File: src/rtl/cabac_mv_pair_serializer.sv
// cabac_mv_pair_serializer
//   Latches the 30 context pairs produced by the inter-MV binarizer for one
//   CU/PU (15 for list 0 followed by 15 for list 1). Pairs of an unused list
//   and pairs with mode 00 are dropped. The remaining pairs are streamed in
//   ascending index order, one per cycle, to the CABAC bin encoder over a
//   valid/ready handshake. A one-cycle done pulse closes each start.
//
//   Ports
//     clk, rst_n    clock, asynchronous active-low reset
//     start_i       latch request, honoured only while idle_o=1
//     dir_mask_i    [0] list0 used, [1] list1 used
//     ctx_pairs_i   pair k at [PAIR_W*k +: PAIR_W], k=0..2*PAIR_NUM-1
//     pair_o        current pair toward the encoder (registered)
//     pair_valid_o  pair_o is valid (registered)
//     pair_ready_i  encoder accepts pair_o this cycle
//     done_o        one-cycle pulse after the last accept / empty start
//     pair_cnt_o    pairs accepted for the current start, held until next start
//     idle_o        block can accept start_i
//
//   Pair format: [PAIR_W-1:PAIR_W-2] mode (00 empty, 01 regular, 10 bypass,
//   11 terminate), [PAIR_W-3] bin value, remaining bits context index.

module cabac_mv_pair_serializer #(
  parameter int unsigned PAIR_W   = 11,
  parameter int unsigned PAIR_NUM = 15
) (
  input  logic                         clk,
  input  logic                         rst_n,
  input  logic                         start_i,
  input  logic [1:0]                   dir_mask_i,
  input  logic [2*PAIR_NUM*PAIR_W-1:0] ctx_pairs_i,
  output logic [PAIR_W-1:0]            pair_o,
  output logic                         pair_valid_o,
  input  logic                         pair_ready_i,
  output logic                         done_o,
  output logic [4:0]                   pair_cnt_o,
  output logic                         idle_o
);

  localparam int unsigned TOT   = 2 * PAIR_NUM;
  localparam int unsigned IDX_W = $clog2(TOT);

  typedef enum logic [1:0] {
    IDLE,
    SEND,
    FIN
  } state_t;

  state_t                     state_q;
  logic [TOT*PAIR_W-1:0]      pairs_q;
  logic [TOT-1:0]             mask_q;
  logic [IDX_W-1:0]           cur_idx_q;

  logic [TOT-1:0]             in_pend;
  logic [TOT-1:0]             mask_clr;
  logic [TOT-1:0]             sel_mask;
  logic                       use_in;
  logic                       nxt_any;
  logic [IDX_W-1:0]           nxt_idx;
  logic [PAIR_W-1:0]          nxt_pair;

  // The next pair to present is looked up one edge ahead: from the live
  // inputs when a start is being taken, otherwise from the latched pairs with
  // the entry currently on the bus already removed. This gives a registered
  // pair_o with no skip cycles between beats.
  always_comb begin
    in_pend = '0;
    for (int unsigned k = 0; k < TOT; k++) begin
      in_pend[k] = (ctx_pairs_i[k*PAIR_W + PAIR_W - 2 +: 2] != 2'b00) &&
                   ((k < PAIR_NUM) ? dir_mask_i[0] : dir_mask_i[1]);
    end

    mask_clr            = mask_q;
    mask_clr[cur_idx_q] = 1'b0;

    use_in   = (state_q != SEND);
    sel_mask = use_in ? in_pend : mask_clr;
    nxt_any  = |sel_mask;

    nxt_idx = '0;
    for (int unsigned k = TOT; k > 0; k--) begin
      if (sel_mask[k-1]) nxt_idx = IDX_W'(k - 1);
    end

    nxt_pair = use_in ? ctx_pairs_i[nxt_idx*PAIR_W +: PAIR_W]
                      : pairs_q[nxt_idx*PAIR_W +: PAIR_W];
  end

  always_ff @(posedge clk or negedge rst_n) begin
    if (!rst_n) begin
      state_q      <= IDLE;
      pairs_q      <= '0;
      mask_q       <= '0;
      cur_idx_q    <= '0;
      pair_o       <= '0;
      pair_valid_o <= 1'b0;
      done_o       <= 1'b0;
      pair_cnt_o   <= '0;
      idle_o       <= 1'b1;
    end else begin
      case (state_q)
        // FIN shares IDLE's start handling so a start in the done cycle is
        // taken without losing a cycle.
        IDLE, FIN: begin
          done_o  <= 1'b0;
          idle_o  <= 1'b1;
          state_q <= IDLE;
          if (start_i) begin
            pairs_q    <= ctx_pairs_i;
            mask_q     <= in_pend;
            pair_cnt_o <= '0;
            if (nxt_any) begin
              state_q      <= SEND;
              pair_o       <= nxt_pair;
              pair_valid_o <= 1'b1;
              cur_idx_q    <= nxt_idx;
              idle_o       <= 1'b0;
            end else begin
              state_q <= FIN;
              done_o  <= 1'b1;
            end
          end
        end

        SEND: begin
          if (pair_ready_i) begin
            mask_q     <= mask_clr;
            pair_cnt_o <= pair_cnt_o + 5'd1;
            if (nxt_any) begin
              pair_o    <= nxt_pair;
              cur_idx_q <= nxt_idx;
            end else begin
              pair_o       <= '0;
              pair_valid_o <= 1'b0;
              done_o       <= 1'b1;
              idle_o       <= 1'b1;
              state_q      <= FIN;
            end
          end
        end

        default: begin
          state_q      <= IDLE;
          pair_valid_o <= 1'b0;
          done_o       <= 1'b0;
          idle_o       <= 1'b1;
        end
      endcase
    end
  end

endmodule

File: config.mk
export PLATFORM = sky130hd
export DESIGN_NAME = cabac_mv_pair_serializer
export DESIGN_NICKNAME = d
export VERILOG_FILES = /design/src/rtl/cabac_mv_pair_serializer.sv
export SDC_FILE = /design/constraint.sdc
export NUM_CORES = 1
export LEC_CHECK = 0
export BUFFER_PORTS_ARGS = -buffer_cell sky130_fd_sc_hd__buf_2
export CAP_MARGIN = 20
export CORE_MARGIN = 5
export CORE_UTILIZATION = 36
export DETAILED_ROUTE_END_ITERATION = 8
export GPL_TIMING_DRIVEN = 0
export MAX_ROUTING_LAYER = met4
export PLACE_DENSITY = 0.58
export SYNTH_ARGS = -nofsm -noshare
export SYNTH_HDL_FRONTEND = slang
export SYNTH_SLANG_ARGS = --single-unit
File: constraint.sdc
create_clock -name clk -period 8.9 [get_ports clk]
set_input_delay 0.445 -clock clk [delete_from_list [all_inputs] [get_ports clk]]
set_output_delay 0.445 -clock clk [all_outputs]
set_load 0.005 [all_outputs]
After elaboration in Yosys (flattened, before gate mapping):

Index checks and enable logic that the tools add are counted.
W data, S select, Z words.

* bits in registers: 386
* bits of input ports: 336
* output and inout bits: 19
* logic and storage cells: 160

* add/subtract/negate cells: 1
* $mul: 1
* magnitude comparators: 2
* equal/unequal tests: 7
* shift operators: 2
* mux-type cells: 66
* bitwise operators: 2
* reductions and logical operators: 70

Operators with widths (count)
* $shiftx A330 B10 Y11: 2
* $mux W5: 35
* $mux W30: 3
* $reduce_bool A2 Y1: 31
* $pmux W30 S2: 1
* $mux W11: 5
* $logic_and A1 B1 Y1: 31
* $and A30 B30 Y30: 1
* $not A30 Y30: 1
* $reduce_or A30 Y1: 1
* $pmux W11 S2: 1
* $pmux W5 S2: 2
* $mux W1: 10
* $mul A5 B4 Y9 const B: 1
* $mux W2: 4
* $ne A2 B2 Y1 const B: 4
* $reduce_and A4 Y1: 2
* $lt A5 B6 Y1 const B: 1
* $pmux W1 S2: 3
* $add A5 B1 Y5 const B: 1
* $demux W1 S5: 1
* $ge A5 B1 Y1 const B: 1
* $pmux W2 S2: 1
* $reduce_and A2 Y1: 2
* other kinds (6): 6

Logic depth before layout (Yosys ltp):

* word-level depth: 43
* mapped depth: 17
* mapped depth without buffers: 11

Worst setup path after synthesis:

Ideal clock, no wire load.

* path type: register to register
* start point: reg cur_idx_q[4]
* end point: reg pair_o[1]
* setup time: 126 ps
* arrival time: 3332 ps
* required time: 8774 ps
* path slack: 5442 ps
* cell stages (with the launch flop): 14
* path buffers: 2
* clock period less this slack: 3458 ps
* path through: dfrtp_1 -> or3b_1 -> o211ai_1 -> a221oi_1 -> o21a_1 -> or3_4 -> o311a_1 -> buf_6 -> buf_6 -> mux4_2 -> nor2b_1 -> a311oi_1 -> o21ai_1 -> a221o_1

* word-level cells in the longest chain between the ends: 43
* elaborated cells on any way between the ends: 50
* those cells by class: mul (1); order compare (2); eq/ne (1); shift (2); mux (39); bitwise (2); reduce/logical (3)

RTL lines
* start: declaration: line 52 `logic [IDX_W-1:0] cur_idx_q;`
* start signal: assignment: line 116 `cur_idx_q <= nxt_idx;`
* start signal: assignment: line 131 `cur_idx_q <= nxt_idx;`
* $lt A5 B6 Y1 (implied by the code) or $ge A5 B1 Y1 (tied branches): line 74 `mask_clr[cur_idx_q] = 1'b0;`
* $logic_and A1 B1 Y1 (implied by the code): line 74
* $mux W1 (implied by the code): line 74
* $demux W1 S5 (*): line 74
* $not A30 Y30 (no source line) (*)
* $and A30 B30 Y30 (no source line) (*)
* $mux W30 (*): line 77 `sel_mask = use_in ? in_pend : mask_clr;`
* $mux W5 (30 in a row): line 82 `if (sel_mask[k-1]) nxt_idx = IDX_W'(k - 1);`
* $mul A5 B4 Y9: line 85, 86
* $shiftx A330 B10 Y11, on equally long branches: line 86, 85
* $mux W11: line 85 `nxt_pair = use_in ? ctx_pairs_i[nxt_idx*PAIR_W +: PAIR_W]`
* $mux W11, on equally long branches: line 129, 112
* $mux W11, on equally long branches: line 126, 108
* $pmux W11 S2: line 101 `case (state_q)`
* end signal: assignment: line 114 `pair_o <= nxt_pair;`
* end signal: assignment: line 130 `pair_o <= nxt_pair;`
* end: declaration: line 32 `output logic [PAIR_W-1:0] pair_o,`

Mark *: on every way between the ends. The rest lies on a longest branch, timed or not. The select of a mux whose other input is x is not followed.
A chain may end at the register's enable or synchronous reset.

Worst setup path after layout:

* start point: reg state_q[0]
* end point: reg pair_o[4]

* word-level cells in the longest chain between the ends: 38
* elaborated cells on any way between the ends: 51
* those cells by class: mul (1); eq/ne (6); shift (2); mux (37); reduce/logical (5)

RTL lines
* start: declaration: line 49 `state_t state_q;`
* start signal: assignment: line 91 `state_q <= IDLE;`
* start signal: assignment: line 107 `state_q <= IDLE;`
* start signal: assignment: line 113 `state_q <= SEND;`
* $ne A2 B1 Y1: line 76 `use_in = (state_q != SEND);`
* $mux W30: line 77
* $mux W5 (30 in a row): line 82
* $mul A5 B4 Y9: line 85, 86
* $shiftx A330 B10 Y11, on equally long branches: line 86, 85
* $mux W11: line 85
* $mux W11, on equally long branches: line 129, 112
* $mux W11, on equally long branches: line 126, 108
* $pmux W11 S2: line 101

Several ways; a longest one is shown, not always the timed one. The select of a mux whose other input is x is not followed.

==> out/qor.yml <==
status:
  status: "finished clean"
placement:
  gp_congestion: 1.007
  hpwl_um: 82890
  io_buffers: 354
  pre_cts_slack_ns: 3.033
  dpl_cell_area_um2: 24150
cells_and_area:
  postLayoutCellArea_um2: 25800
  drive_above_1_share_pct: 17.12
  final_cell_mix: "1457 x nand2_1, 415 x buf_2, 384 x dfrtp_1"
  final_common_cell: "nand2_1"
  syn2layout_area_growth_pct: 21.16
  fin_nets: 3544
  final_util_pct: 43.89
timing:
  worst_pin_slew_ns: 1.193
  skew_ns: 0.03474
  slew_headroom_pct: 20.47
  hold_violations: 0
  setup_ws_ns: 2.630
  grt_setup_unrepaired: "no"
  min_period_ns: 6.270
  fin_crit_sh_pct: 70.45
  clock.fmax_ghz: 0.1595
  setup_viol: 0
  drv_slew: 0
floorplan:
  ios: 355
  num_rows: 89
  fp.dieArea_um2: 64130
  die_h_um: 253.2
  initial_core_util_pct: 36.22
  coreArea_um2: 58800
  die_x_um: 253.2
logic_synthesis:
  syn_area_per_cell_um2: 7.620
  synth_nets: 3132
  synth_compound_area_share_pct: 10.49
  synth_edf_count: 0
  yosysWarnings: 0
  ys_seq_area_share_pct: 45.24
  netlist_instances: 2795
  synthSimpleGateAreaFrac_pct: 33.87
  synthAdderAreaFrac_pct: 0.05875
  synth_cell_types: 70
  synth_area_um2: 21300
  synth_top_family_by_area: "simple AND/OR/NAND/NOR gates"
  ys_ff_latch: 385
  synth_xor_area_share_pct: 0.1234
  ys.flop_type: "dfrtp_1"
  async_reset_ff_share_pct: 100.0
  synthMuxAreaShare_pct: 6.121
routing:
  vias: 23670
  routedWlPerCell_um: 28.06
  vias_per_cell: 5.876
  ant_nets: 0
  drc: 0
  first_iter_violations: 3127
  wirelength_um: 113000
  dr.pass1.iters: 8
critical_path:
  r2r_end: "pair_o[4]"
  worstReg2RegStart: "state_q[0]"
  path_class: "flip-flop to flip-flop"
  ff2ff_path_depth: 17
  crit_fanout: 11
  worstPathArrival_ns: 6.77
  start_kind: "flip-flop"
  cp_data_required_time_ns: 9.40
  rrSetupSlack_ns: 2.63
  endpoint_kind: "flip-flop"
pwr:
  power_frac_comb_pct: 50.0
  power.internal_w: 0.004155
  p_clk_share_pct: 25.3
  swShare_pct: 48.33
  seq_power_share_pct: 24.7
  power.density_nw_per_um2: 311.6
  power_leakage_nw: 12.75
  ir_drop_uv: 287.5
  p_switching_w: 0.003887
clock_network:
  cts_tree: "built"
  insertion_delay_ns: 0.61
  h-tree-depth: 2
  cts.repair.resized: 0
  root_buffer: "clkbuf_16"
  clkTransAtPathRegs_ns: 0.07
  cts_sinks: 385
  clockBufferDepth: 3
  numCtsBuffers: 47
hold_path:
  hp-class: "input pin to flip-flop"
  worstHoldPathCells: 3
  min_from: "ctx_pairs_i[84]"
  min_to: "pairs_q[84]"
global_route:
  antenna_found_initial: 10
  track_usage_pct: 34.93
  grt_pass1_vias: 22180
  grt_pass1_wl_um: 158100
  overflow: 0
  grt_max_degree: 115
run:
  maxCapViolations: 0
==> metrics by stage <==
step,total power (W),cells,hold slack (ns),TNS (ns)
global route,0.008154,4024,0.04401,0
finish,0.008041,4029,0.04240,0
CTS,0.007778,4011,0.02562,0
floorplan,0.004003,2795,0.1494,0
detailed placement,0.005755,3927,0.4117,0
global placement,0.005737,3922,0.4486,-293.50
==> cells by family after synthesis <==
family / count (synthesis)
compound gates: 316
simple gates: 1794
flops: 385
mux: 101
fa+ha+maj: 1
buf+inv: 195
xor+xnor: 3
==> power groups by stage <==
stage	clock network, W	logic, W	registers (W)
floorplan	0	0.00202	0.00199
global placement	0	0.00372	0.00201
detailed placement	0	0.00374	0.00201
CTS	0.00204	0.00376	0.00198
global route	0.00210	0.00405	0.00200
finish	0.00203	0.00402	0.00199
==> layout make-up <==
type / count / area [µm²]
sequential: 385 / 9635
tap: 773 / 967.2
timing repair buffer: 363 / 1909
clock buffer: 64 / 1321
inverter: 6 / 22.52
clock inverter: 19 / 265.3
buffer: 189 / 849.6
fill: 6092 / 32990
antenna: 15 / 37.54
multi-input combinational: 2215 / 10800
==> state kept, by name, indices dropped and copies added, names as in the netlist <==
register	count
pairs_q	330
mask_q	30
pair_o	11
cur_idx_q	5
pair_cnt_o	5
done_o	1
idle_o	1
pair_valid_o	1
state_q	1
==> worst max-delay path, cell delays in order, from the launching register on <==
cell and delay, ns:
dfrtp_1 0.44, nand2b_1 0.19, buf_2 0.32, buf_2 0.38, buf_1 0.50, o22a_1 0.26, nand2_1 0.12, o31ai_1 0.28
o211ai_1 0.14, buf_4 0.23, nor2_2 0.55, buf_2 0.42, clkbuf_1 0.92, nand3_1 0.15, a31oi_1 0.63, nor4_1 0.15
buf_2 0.23, a22o_1 0.22
==> cells in the mapped netlist (11+ instances only) <==
cell         n  area (µm²)
o21ai_0     61       305.3
o211ai_1    20       150.1
dfrtp_1    384        9609
mux2_2      11       123.9
nand2_1   1457        5469
a32oi_1     60       525.5
a31oi_1     62       387.9
nor3_1      11       55.05
clkbuf_1   104       390.4
buf_2       58       290.3
nor2_1      76       285.3
nor4_1      13       81.33
nand3_1    160       800.8
mux2i_1     68       680.7
a21oi_1     32       160.2
buf_1       13       48.80
mux4_2      21       473.0
nand4_1     20       125.1
==> worst max path at each step <==
stage / start / end / cells after the start
after floorplan: cur_idx_q[4] / pair_o[1] / 13
after global placement: rst_n / pairs_q[171] / 1
after detailed placement: done_o / pair_o[3] / 16
after CTS: done_o / pair_o[3] / 16
after global routing: done_o / pair_o[4] / 17
final: state_q[0] / pair_o[4] / 17
==> layer usage <==
| layer | GRT usage [%] | wire [µm] | up-vias |
|---|---|---|---|
| met2 | 49.10 | 47250 | 1810 |
| met5 | - | 0 | - |
| met1 | 45.28 | 43310 | 11290 |
| met3 | 10.67 | 15180 | 382 |
| li1 | - | - | 10190 |
| met4 | 18.40 | 7302 | 0 |
==> timing repair <==
action	in CTS	in global routing
hold buffers	1	0
hold endpoints to repair	59	0
setup buffers	0	0
Note: power is estimated with default switching activity, not from simulation.
